## src/rtl/slave_axi_s_interface.sv

```systemverilog
// ---------------------------------------------------------------------------
// slave_axi_s_interface
//
// AXI4-Stream slave front end for the encoder sample path. Upstream beats of
// {TLAST, TDATA} are buffered in a small circular FIFO. They are handed to the
// encoder core on a simple VALID/READY/LAST interface. The block ignores the
// stream until a TUSER pulse arms it. It stays armed until reset.
//
// Ports:
//   ACLK    in   clock, all logic on the rising edge
//   ARESET  in   synchronous active-high reset
//   TVALID  in   upstream beat valid
//   TREADY  out  block can accept a beat (armed and FIFO not full)
//   TDATA   in   upstream sample, passed through untouched
//   TLAST   in   last sample of a frame, stored per entry
//   TUSER   in   start-of-stream pulse, arms the block
//   READY   in   downstream core accepts SAMPLE
//   VALID   out  SAMPLE/LAST hold a valid FIFO head entry
//   LAST    out  current SAMPLE ends a frame (0 while VALID=0)
//   SAMPLE  out  head sample to the downstream core (registered)
// ---------------------------------------------------------------------------
module slave_axi_s_interface #(
   parameter int DATA_WIDTH = 16,
   parameter int FIFO_DEPTH = 4
) (
   input  logic                  ACLK,
   input  logic                  ARESET,
   input  logic                  TVALID,
   output logic                  TREADY,
   input  logic [DATA_WIDTH-1:0] TDATA,
   input  logic                  TLAST,
   input  logic                  TUSER,
   input  logic                  READY,
   output logic                  VALID,
   output logic                  LAST,
   output logic [DATA_WIDTH-1:0] SAMPLE
);

   localparam int PTR_WIDTH = $clog2(FIFO_DEPTH);
   localparam int CNT_WIDTH = PTR_WIDTH + 1;

   typedef enum logic {
      S_IDLE,
      S_ARMED
   } arm_state_t;

   arm_state_t arm_state;
   arm_state_t arm_state_next;

   logic [DATA_WIDTH:0]  fifo_mem [FIFO_DEPTH];
   logic [PTR_WIDTH-1:0] wr_ptr;
   logic [PTR_WIDTH-1:0] wr_ptr_next;
   logic [PTR_WIDTH-1:0] rd_ptr;
   logic [PTR_WIDTH-1:0] rd_ptr_next;
   logic [CNT_WIDTH-1:0] count;
   logic [CNT_WIDTH-1:0] count_next;
   logic                 push;
   logic                 pop;
   logic [DATA_WIDTH:0]  head_entry;

   // Arming state register. Only reset returns the block to idle, so a
   // second TUSER pulse mid-stream is harmless.
   always_ff @(posedge ACLK) begin
      if (ARESET) begin
         arm_state <= S_IDLE;
      end else begin
         arm_state <= arm_state_next;
      end
   end

   // Next arming state and TREADY. TREADY looks only at registered state
   // (arm flag and count), never at TVALID. It therefore stays low in the
   // cycle TUSER is first seen, and it stays low when full even if a pop is
   // happening in the same cycle.
   always_comb begin
      arm_state_next = arm_state;
      TREADY         = 1'b0;
      case (arm_state)
         S_IDLE: begin
            if (TUSER) begin
               arm_state_next = S_ARMED;
            end
         end
         S_ARMED: begin
            TREADY = (count < CNT_WIDTH'(FIFO_DEPTH));
         end
         default: begin
            arm_state_next = S_IDLE;
         end
      endcase
   end

   assign VALID = (count != '0);
   assign push  = TVALID && TREADY;
   assign pop   = VALID && READY;

   // Pointer and occupancy bookkeeping. Pointers are exactly log2(depth)
   // bits wide, so incrementing them wraps naturally around the buffer.
   always_comb begin
      wr_ptr_next = wr_ptr;
      rd_ptr_next = rd_ptr;
      count_next  = count;
      if (push) begin
         wr_ptr_next = wr_ptr + PTR_WIDTH'(1);
      end
      if (pop) begin
         rd_ptr_next = rd_ptr + PTR_WIDTH'(1);
      end
      if (push && !pop) begin
         count_next = count + CNT_WIDTH'(1);
      end else if (!push && pop) begin
         count_next = count - CNT_WIDTH'(1);
      end
   end

   // Work out which entry becomes the head after this edge. If the incoming
   // beat lands exactly at the next read position, the FIFO was empty apart
   // from anything being popped. The new beat is then the head. It has not
   // reached the memory yet, so it is taken straight from the inputs into
   // the output register. It still appears one cycle after acceptance.
   always_comb begin
      head_entry = fifo_mem[rd_ptr_next];
      if (push && (rd_ptr_next == wr_ptr)) begin
         head_entry = {TLAST, TDATA};
      end
   end

   // Buffer storage. This block has no reset because the pointers and count
   // define what is valid. Writes are suppressed during reset so that the
   // beat presented in a reset cycle is simply lost.
   always_ff @(posedge ACLK) begin
      if (push && !ARESET) begin
         fifo_mem[wr_ptr] <= {TLAST, TDATA};
      end
   end

   // Pointer/count registers and the registered output stage. SAMPLE keeps
   // its previous value when the FIFO drains. LAST is cleared when the FIFO
   // drains so that a frame marker never appears without VALID.
   always_ff @(posedge ACLK) begin
      if (ARESET) begin
         wr_ptr <= '0;
         rd_ptr <= '0;
         count  <= '0;
         SAMPLE <= '0;
         LAST   <= 1'b0;
      end else begin
         wr_ptr <= wr_ptr_next;
         rd_ptr <= rd_ptr_next;
         count  <= count_next;
         if (count_next != '0) begin
            SAMPLE <= head_entry[DATA_WIDTH-1:0];
            LAST   <= head_entry[DATA_WIDTH];
         end else begin
            LAST   <= 1'b0;
         end
      end
   end

endmodule

```

## config.mk

```make
export PLATFORM = sky130hd
export DESIGN_NAME = slave_axi_s_interface
export DESIGN_NICKNAME = d
export VERILOG_FILES = /design/src/rtl/slave_axi_s_interface.sv
export SDC_FILE = /design/constraint.sdc
export NUM_CORES = 1
export LEC_CHECK = 0
export CAP_MARGIN = 20
export CORE_MARGIN = 2
export CORE_UTILIZATION = 36
export DETAILED_ROUTE_END_ITERATION = 6
export MAX_ROUTING_LAYER = met4
export PLACE_DENSITY_LB_ADDON = 0.12
export SLEW_MARGIN = 20
export SYNTH_ARGS = -nofsm -noshare
export SYNTH_HDL_FRONTEND = slang
export SYNTH_SLANG_ARGS = --single-unit
```

## constraint.sdc

```tcl
create_clock -name ACLK -period 2.9 [get_ports ACLK]
set_input_delay 0.435 -clock ACLK [delete_from_list [all_inputs] [get_ports ACLK]]
set_output_delay 0.435 -clock ACLK [all_outputs]
set_load 0.01 [all_outputs]
```

# == Word level (Yosys, flattened, before mapping) ==
# Memories as Yosys holds them, arrays and structs flattened.
# Index checks and enable logic that the tools add are counted.
# totals
mem_bits_ro,0
ramBits,68
n_memories,1
latchBits,0
register_bits,25
elab_cells,35
in_bits,22
out_inout_bits,19
# memory_table
memory,depth,word_bits,read_ports,rd_clocked_by_memory_dff,wr,line_no,rtl
fifo_mem,4,17,1,0,1,50,logic [DATA_WIDTH:0] fifo_mem [FIFO_DEPTH];
# op_classes
reduce_logical,12
n_div,0
eq_ne,1
shifts,0
add_sub_neg,4
n_mul,0
order_cmp,1
bitwise,1
muxes,9
# op_table
operator,count
two-way mux 17 bit,1
logical AND 1 bit,6
two-way mux 3 bit,2
nonzero test 3 bit,2
two-way mux 1 bit,5
adder 2 x 1 -> 2 bit (second input constant),2
adder 3 x 1 -> 3 bit (second input constant),1
logical NOT 1 bit,3
less-than comparator 3 bit (second input constant),1
subtractor 3 x 1 -> 3 bit (second input constant),1
equality test 2 bit,1
two-way mux 2 bit,1
OR reduction 2 bit,1
inverter 1 bit,1

# == Depth between registers and ports, before layout ==
# Gate-level depths: netlist of run 1.
# logic_depth
ltp_word,10
mapped_depth,11
mapped_depth_nobuf,9

# == Least setup slack after synthesis of run 1 ==
# OpenSTA, ideal clock, no wires.
# synth_timing
path_type,reg2reg
startpoint,reg count[0]
endpoint,reg LAST
arrival_ps,2013
setup_ps,114
t_required_ps,2786
synth_period_minus_slack_ps,2127
n_path_buf,2
path_stages_with_launch,11
path_slack_ps,773
path_cell_list,dfxtp_1 -> inv_1 -> ha_1 -> nor2b_4 -> nor2_1 -> buf_2 -> buf_2 -> mux4_2 -> mux2_2 -> mux2i_1 -> nor2_1
# synth_between
elab_chain_len,10
word_cells_on_any_way,21
cone_classes,2 x add/sub; 1 x order compare; 1 x eq/ne; 5 x mux; 1 x bitwise; 10 x reduce/logical; 1 x memory
# synth_lines
item,line_no,rtl
start: declaration,55,logic [CNT_WIDTH-1:0] count;
start signal: assignment,150,count <= count_next;
less-than comparator 3 bit,85,TREADY = (count < CNT_WIDTH'(FIFO_DEPTH));
two-way mux 1 bit,78,case (arm_state)
logical AND 1 bit,94,assign push = TVALID && TREADY;
logical NOT 1 bit,111,end else if (!push && pop) begin
logical AND 1 bit,111,
two-way mux 3 bit,111,
two-way mux 3 bit,109,if (push && !pop) begin
nonzero test 3 bit,151,if (count_next != '0) begin
inverter 1 bit (no line),--,
OR reduction 2 bit (no line),--,
end signal: assignment,153,LAST <= head_entry[DATA_WIDTH];
end: declaration,35,"output logic LAST,"
# Parallel ways exist; a longest one is shown, timed or not.
# A chain may end at the register's enable or synchronous reset.

# == Worst setup path in the final report of run 1 ==
# Ends and elaborated chain as after synthesis.

==> impl_metrics.yaml, run 1 <==
run_status:
  status: "completed"
clock_tree:
  cts_tree: "built"
  post_cts_resized: 0
  numCtsBuffers: 9
  cts_htree_levels: 3
  cts.sinks: 93
  clkSlewWorstSetupHoldPaths_ns: 0.06
  hold_buffers: 0
  clk_latency_ns: 0.34
  clockBufferDepth: 2
  clockRootBuffer: "clkbuf_16"
  cts_setup_buffers: 0
worst_hold_path:
  hold_path_class: "reg -> reg"
route:
  first_pass_iters: 6
  antenna_left: 0
  vias_per_cell: 5.633
  vias: 3036
  drc: 0
  drtIter0Drc: 197
  routed_wl_um: 10320
  post_drt_wl_per_cell_um: 19.15
power:
  leakagePower_nw: 1.831
  peakVddDrop_mv: 0.4459
  p_per_area_nw_per_um2: 815.1
timing:
  setup_viol_count_final: 0
  maxSlewHeadroom_pct: 70.48
  worst_pin_slew_ns: 0.4428
  whs_ns: 0.5028
  rsz0062_at_grt: "no"
  finalMaxSlewViolations: 0
  clock_skew_ns: 0.005232
  fmax_ghz: 0.4107
  fin_tns_setup_ns: 0
  period_needed_ns: 2.435
  finalCritPeriodShare_pct: 83.96
  hold_viol_final: 0
place:
  postPlaceCellArea_um2: 4955
  io_buffer_count: 40
  hpwl_um: 6073
  place.gp.congestion: 0.7536
synthesis:
  syn_area_um2: 4365
  ys_types: 45
  synth_warnings: 0
  synth_ff_type: "edfxtp_1"
  synth_nets: 382
  synth_edf_count: 68
  seq_area_frac_synth_pct: 58.24
  syn_area_per_cell_um2: 12.37
  synth_cells: 353
  synth_seq_cells: 93
  async_reset_ff_share_pct: 0
die:
  die_height_um: 114.1
  die_area_um2: 13020
  num_rows: 40
  initial_core_util_pct: 36.65
  die_w_um: 114.1
  core-area_um2: 11910
  io_pins: 41
grt:
  grt_pass1_vias: 3052
  grt_pass1_wl_um: 16640
  grt_max_degree: 35
  grt_usage_pct: 17.38
  grt_overflow: 0
  antenna_found_initial: 0
finish:
  fin_util_pct: 43.74
  drive_above_1_share_pct: 14.54
  num-nets-final: 418
  n_antenna_cell: 0
  area_growth_pct: 19.35
  final_area_um2: 5210
flow_run:
  maxCapViolations: 0
worst_setup_path:
  required_ns: 3.13
  cp_top_family: "multiplexers"
  endpoint_kind: "flip-flop"
  start_kind: "flip-flop"
  path_max_fanout: 13
  path_cells: "inv_1 > ha_1 > nor2b_4 > inv_2 > nand2_2 > buf_4 > mux4_2 > mux2_2 > mux2i_1 > nor2_1"
  arrival_ns: 2.67
  cpMaxStageDelayCell: "mux4_2"
  worstSetupPathType: "reg -> reg"
  crit_buf_inv: 3
  cpPeakStageDelay_ns: 0.50
-- cells in the mapped netlist (2+ instances only) --
cell type / number / area [um2]
clkbuf_1: 16 / 60.06
nor2b_1: 3 / 18.77
a221o_1: 15 / 150.1
mux4_2: 3 / 67.56
buf_1: 2 / 7.510
a311oi_1: 17 / 148.9
buf_2: 8 / 40.04
xnor2_1: 2 / 17.52
buf_6: 5 / 56.30
nor3_1: 2 / 10.01
a211oi_1: 16 / 120.1
edfxtp_1: 68 / 2042
nand3_1: 3 / 15.01
nand2_1: 34 / 127.6
inv_2: 2 / 7.510
inv_1: 5 / 18.77
dfxtp_1: 25 / 500.5
o211ai_1: 2 / 15.01
ha_1: 7 / 87.58
nor2_1: 22 / 82.58
nand2b_1: 2 / 12.51
a21oi_1: 5 / 25.02
a311oi_2: 13 / 195.2
mux2_2: 5 / 56.30
and2_1: 4 / 25.02
nand2_2: 2 / 12.51
and3_1: 47 / 294.0
-- state kept, by name (all words and copies together), names as in the netlist --
name	flops
arm_state	1
LAST	1
count	3
wr_ptr	2
fifo_mem	68
SAMPLE	16
rd_ptr	2
-- metrics by stage --
step	cells	total power [mW]	setup WS [ns]
2_1_floorplan	353	2.680	0.7728
3_3_place_gp	525	3.230	0.3050
3_5_place_dp	525	3.249	0.2843
4_1_cts	539	4.301	0.4378
5_1_grt	539	4.499	0.2771
6_report	539	4.247	0.4651
-- area by class of cell --
type | count | area (um2)
clock buffer | 9 | 225.2
clock inverter | 5 | 30.03
fill | 1102 | 6701
inverter | 7 | 26.28
multi-input combinational | 221 | 1637
sequential | 93 | 2542
tap | 147 | 183.9
timing repair buffer | 57 | 565.5
-- cells by family after synthesis --
| kind of cell | count (synthesis) | share of synthesized area, % |
|---|---|---|
| flip-flops | 93 | 58.24 |
| AND/OR/NAND/NOR | 124 | 14.76 |
| XOR/XNOR | 3 | 0.6020 |
| AO/OA/AOI/OAI | 78 | 16.85 |
| multiplexers | 9 | 3.067 |
| adder cells (fa/ha/maj) | 7 | 2.006 |
| buffers and inverters | 39 | 4.471 |
-- cell usage in the layout (no fill, tap or decap), drive strengths merged, types with 3 or more instances in the layout --
master,instances
a221o,15
nor2,22
dfxtp,25
mux4,3
buf,17
nand2,36
clkinv,4
a311oi,30
and2,4
a211oi,16
clkdlybuf4s50,40
inv,7
clkbuf,9
and3,47
a21oi,5
nor2b,4
edfxtp,68
nand3,3
o211ai,3
ha,7
mux2,5
-- worst register-to-register path, stage by stage, from the launching register on --
cell	delay, ns
dfxtp_1	0.31
inv_1	0.12
ha_1	0.22
nor2b_4	0.20
inv_2	0.07
nand2_2	0.20
buf_4	0.24
mux4_2	0.50
mux2_2	0.28
mux2i_1	0.13
nor2_1	0.05
-- report_power, final --
| group | internal (mW) | total, mW | switching, mW | leakage [nW] |
|---|---|---|---|---|
| clock | 0.566 | 1.04 | 0.470 | 0.125 |
| combinational | 0.746 | 1.59 | 0.849 | 0.886 |
| sequential | 1.55 | 1.62 | 0.0683 | 0.820 |
| total | 2.86 | 4.25 | 1.39 | 1.83 |
-- metal layers --
layer  vias up  part of all wire, %  global-route usage [%]
li1       1440                    -                       -
met5         -                    0                       -
met3         8                  4.3                   4.341
met4         0                  1.0                   5.203
met2        71                   50                   28.13
met1      1517                   45                   21.66
-- path summary, 6_finish.rpt --
kind / slack, ns / startpoint / end / cells past startpoint
worst min register to register: 0.50 / count[1] / count[1] / 2
worst min-delay path: 0.50 / count[1] / count[1] / 2
worst max-delay path: 0.47 / count[0] / LAST / 10
worst max register to register: 0.47 / count[0] / LAST / 10
No activity file was read; power rests on OpenSTA's default activity.
==> run 2: changes to the inputs <==
- clock period: 2.9 -> 2.2 ns (I/O delays scaled with it)
==> run 2 against run 1 <==
Net effect: register-to-register slack lost 0.39 ns; wire length up 10%; largest cell class unchanged; critical endpoint is now SAMPLE[3]; sequential share of layout area is 4.2 points lower; sequential cell count stayed put; non-clock buffer count up 29; worst setup slack worse by 0.39 ns; design area rose by 9.6%; worst hold slack worse by 0.024 ns; count of clock-buffer cells in the layout grew 4.
==> impl_metrics.yaml, run 2 (synthesized netlist as in run 1, its figures left out) <==
run_status:
  status: "completed"
power:
  p_per_area_nw_per_um2: 1123
  leakagePower_nw: 2.073
  switching_share_pct: 32.74
  total_power_mw: 6.411
  clkPwrFrac_pct: 23.4
  power_frac_comb_pct: 43.2
  power.switching_mw: 2.099
  pwr-share-seq_pct: 33.4
  peakVddDrop_mv: 0.4857
  p_int_mw: 4.312
clock_tree:
  clk_latency_ns: 0.34
  clkSlewWorstSetupHoldPaths_ns: 0.07
  cts.sinks: 93
  clockRootBuffer: "clkbuf_16"
  clockBufferDepth: 2
  cts_htree_levels: 3
  numCtsBuffers: 9
  cts_tree: "built"
finish:
  n_antenna_cell: 0
  final_common_cell: "edfxtp_1"
  area_growth_pct: 30.75
  largest_reg_flops: 68
  mostFrequentLayoutCells: "edfxtp_1 (68), and3_1 (47), clkdlybuf4s50_1 (39), nand2_1 (33), buf_4 (29)"
  drive_above_1_share_pct: 24.11
  top_regs: "fifo_mem x68, SAMPLE x16, count x3"
  num-nets-final: 447
  multiInputGateArea_um2: 1759
  seq_area_um2: 2545
  n_fill_cell: 1082
  final_area_um2: 5708
  largest_register: "fifo_mem"
worst_hold_path:
  hold_path_class: "reg -> reg"
timing:
  setup_viol_count_final: 0
  period_needed_ns: 2.125
  worst_pin_slew_ns: 0.4248
  clock_skew_ns: 0.009899
  rsz0062_at_grt: "yes"
  maxSlewHeadroom_pct: 71.68
  finalCritPeriodShare_pct: 96.61
  hold_viol_final: 0
  whs_ns: 0.4790
  fmax_ghz: 0.4705
  finalMaxSlewViolations: 0
die:
  initial_core_util_pct: 36.65
  die_area_um2: 13020
  io_pins: 41
  die_w_um: 114.1
  die_height_um: 114.1
  core-area_um2: 11910
  num_rows: 40
worst_setup_path:
  cpMaxStageDelayCell: "mux4_2"
  start_kind: "flip-flop"
  cp_top_family: "multiplexers"
  cpPeakStageDelay_ns: 0.44
  crit_buf_inv: 1
  path_cells: "inv_2 > ha_4 > nor2b_4 > nor2_1 > mux2_2 > mux4_2 > o211ai_1 > a21oi_1"
  worstSetupPathType: "reg -> reg"
  required_ns: 2.40
  path_max_fanout: 4
  arrival_ns: 2.33
  endpoint_kind: "flip-flop"
route:
  drtIter0Drc: 135
  post_drt_wl_per_cell_um: 20.00
  vias: 3180
  routed_wl_um: 11400
  drc: 0
  first_pass_iters: 4
  antenna_left: 0
  vias_per_cell: 5.579
grt:
  grt_overflow: 0
  grt_max_degree: 35
  grt_pass1_vias: 3077
  antenna_found_initial: 0
  grt_usage_pct: 18.48
  grt_pass1_wl_um: 17240
place:
  io_buffer_count: 40
  place.gp.congestion: 0.7397
  postPlaceCellArea_um2: 5165
  hpwl_um: 6293
flow_run:
  maxCapViolations: 0
-- run 2: cell count changes in the layout (fill, tap and decap cells not counted), sizes merged --
cell / previous run / this run
clkinvlp: 1 / 0
clkdlybuf4s50: 40 / 39
clkinv: 4 / 2
bufinv: 0 / 1
clkbuf: 9 / 14
buf: 17 / 45
dlymetal6s2s: 0 / 1
-- run 2: layout make-up --
type / count / area share [%]
Tap cell: 147 / 3.222
Inverter: 7 / 0.5042
Sequential cell: 93 / 44.59
Clock buffer: 13 / 4.209
Clock inverter: 3 / 0.7014
Multi-Input combinational cell: 221 / 30.82
Timing Repair Buffer: 86 / 15.96
-- run 2: timing repair --
action / 4_1_cts / 5_1_grt
hold buffers: 0 / 0
setup endpoints to repair: 17 / 17
pin swaps: 4 / 8
buffers inserted: 2 / 1
gates cloned: 3 / 1
resized for setup: 20 / 21
-- run 2: worst paths after layout --
path / from / endpoint / slack, ns / depth (start not counted)
min: SAMPLE[3] / SAMPLE[3] / 0.48 / 2
min reg2reg: SAMPLE[3] / SAMPLE[3] / 0.48 / 2
max reg2reg: count[1] / SAMPLE[3] / 0.07 / 8
max: count[1] / SAMPLE[3] / 0.07 / 8
-- run 2: tightest hold or removal path: stages (launching register included) --
cell and delay, ns:
dfxtp_1 0.31, o2111ai_1 0.07, a21oi_1 0.06
-- run 2: power by group through the flow --
stage / sequential, mW / clock, mW / combinational, mW
2_1_floorplan: 2.21 / 0 / 1.33
3_3_place_gp: 2.17 / 0 / 2.24
3_5_place_dp: 2.17 / 0 / 2.27
4_1_cts: 2.14 / 1.55 / 2.68
5_1_grt: 2.16 / 1.62 / 2.97
6_report: 2.14 / 1.50 / 2.77
-- run 2: through the flow --
| stage | std cells | TNS (ns) | utilization [%] | setup WS [ns] |
|---|---|---|---|---|
| floorplan | 353 | 0 | - | 0.07280 |
| global placement | 548 | -4.417 | 43.36 | -0.2770 |
| detailed placement | 548 | -4.720 | 43.36 | -0.3092 |
| CTS | 569 | 0 | 47.16 | 0.0005360 |
| global route | 570 | -0.1575 | 47.92 | -0.04502 |
| finish | 570 | 0 | 47.92 | 0.07463 |
-- run 2: per-layer routing --
metal  track usage, %  wire [um]  vias to the layer above
li1                 -          -                     1505
met1            23.37       4983                     1580
met2            29.72       5691                       83
met3            3.335        598                       12
met4            7.073        126                        0
met5                -          0                        -
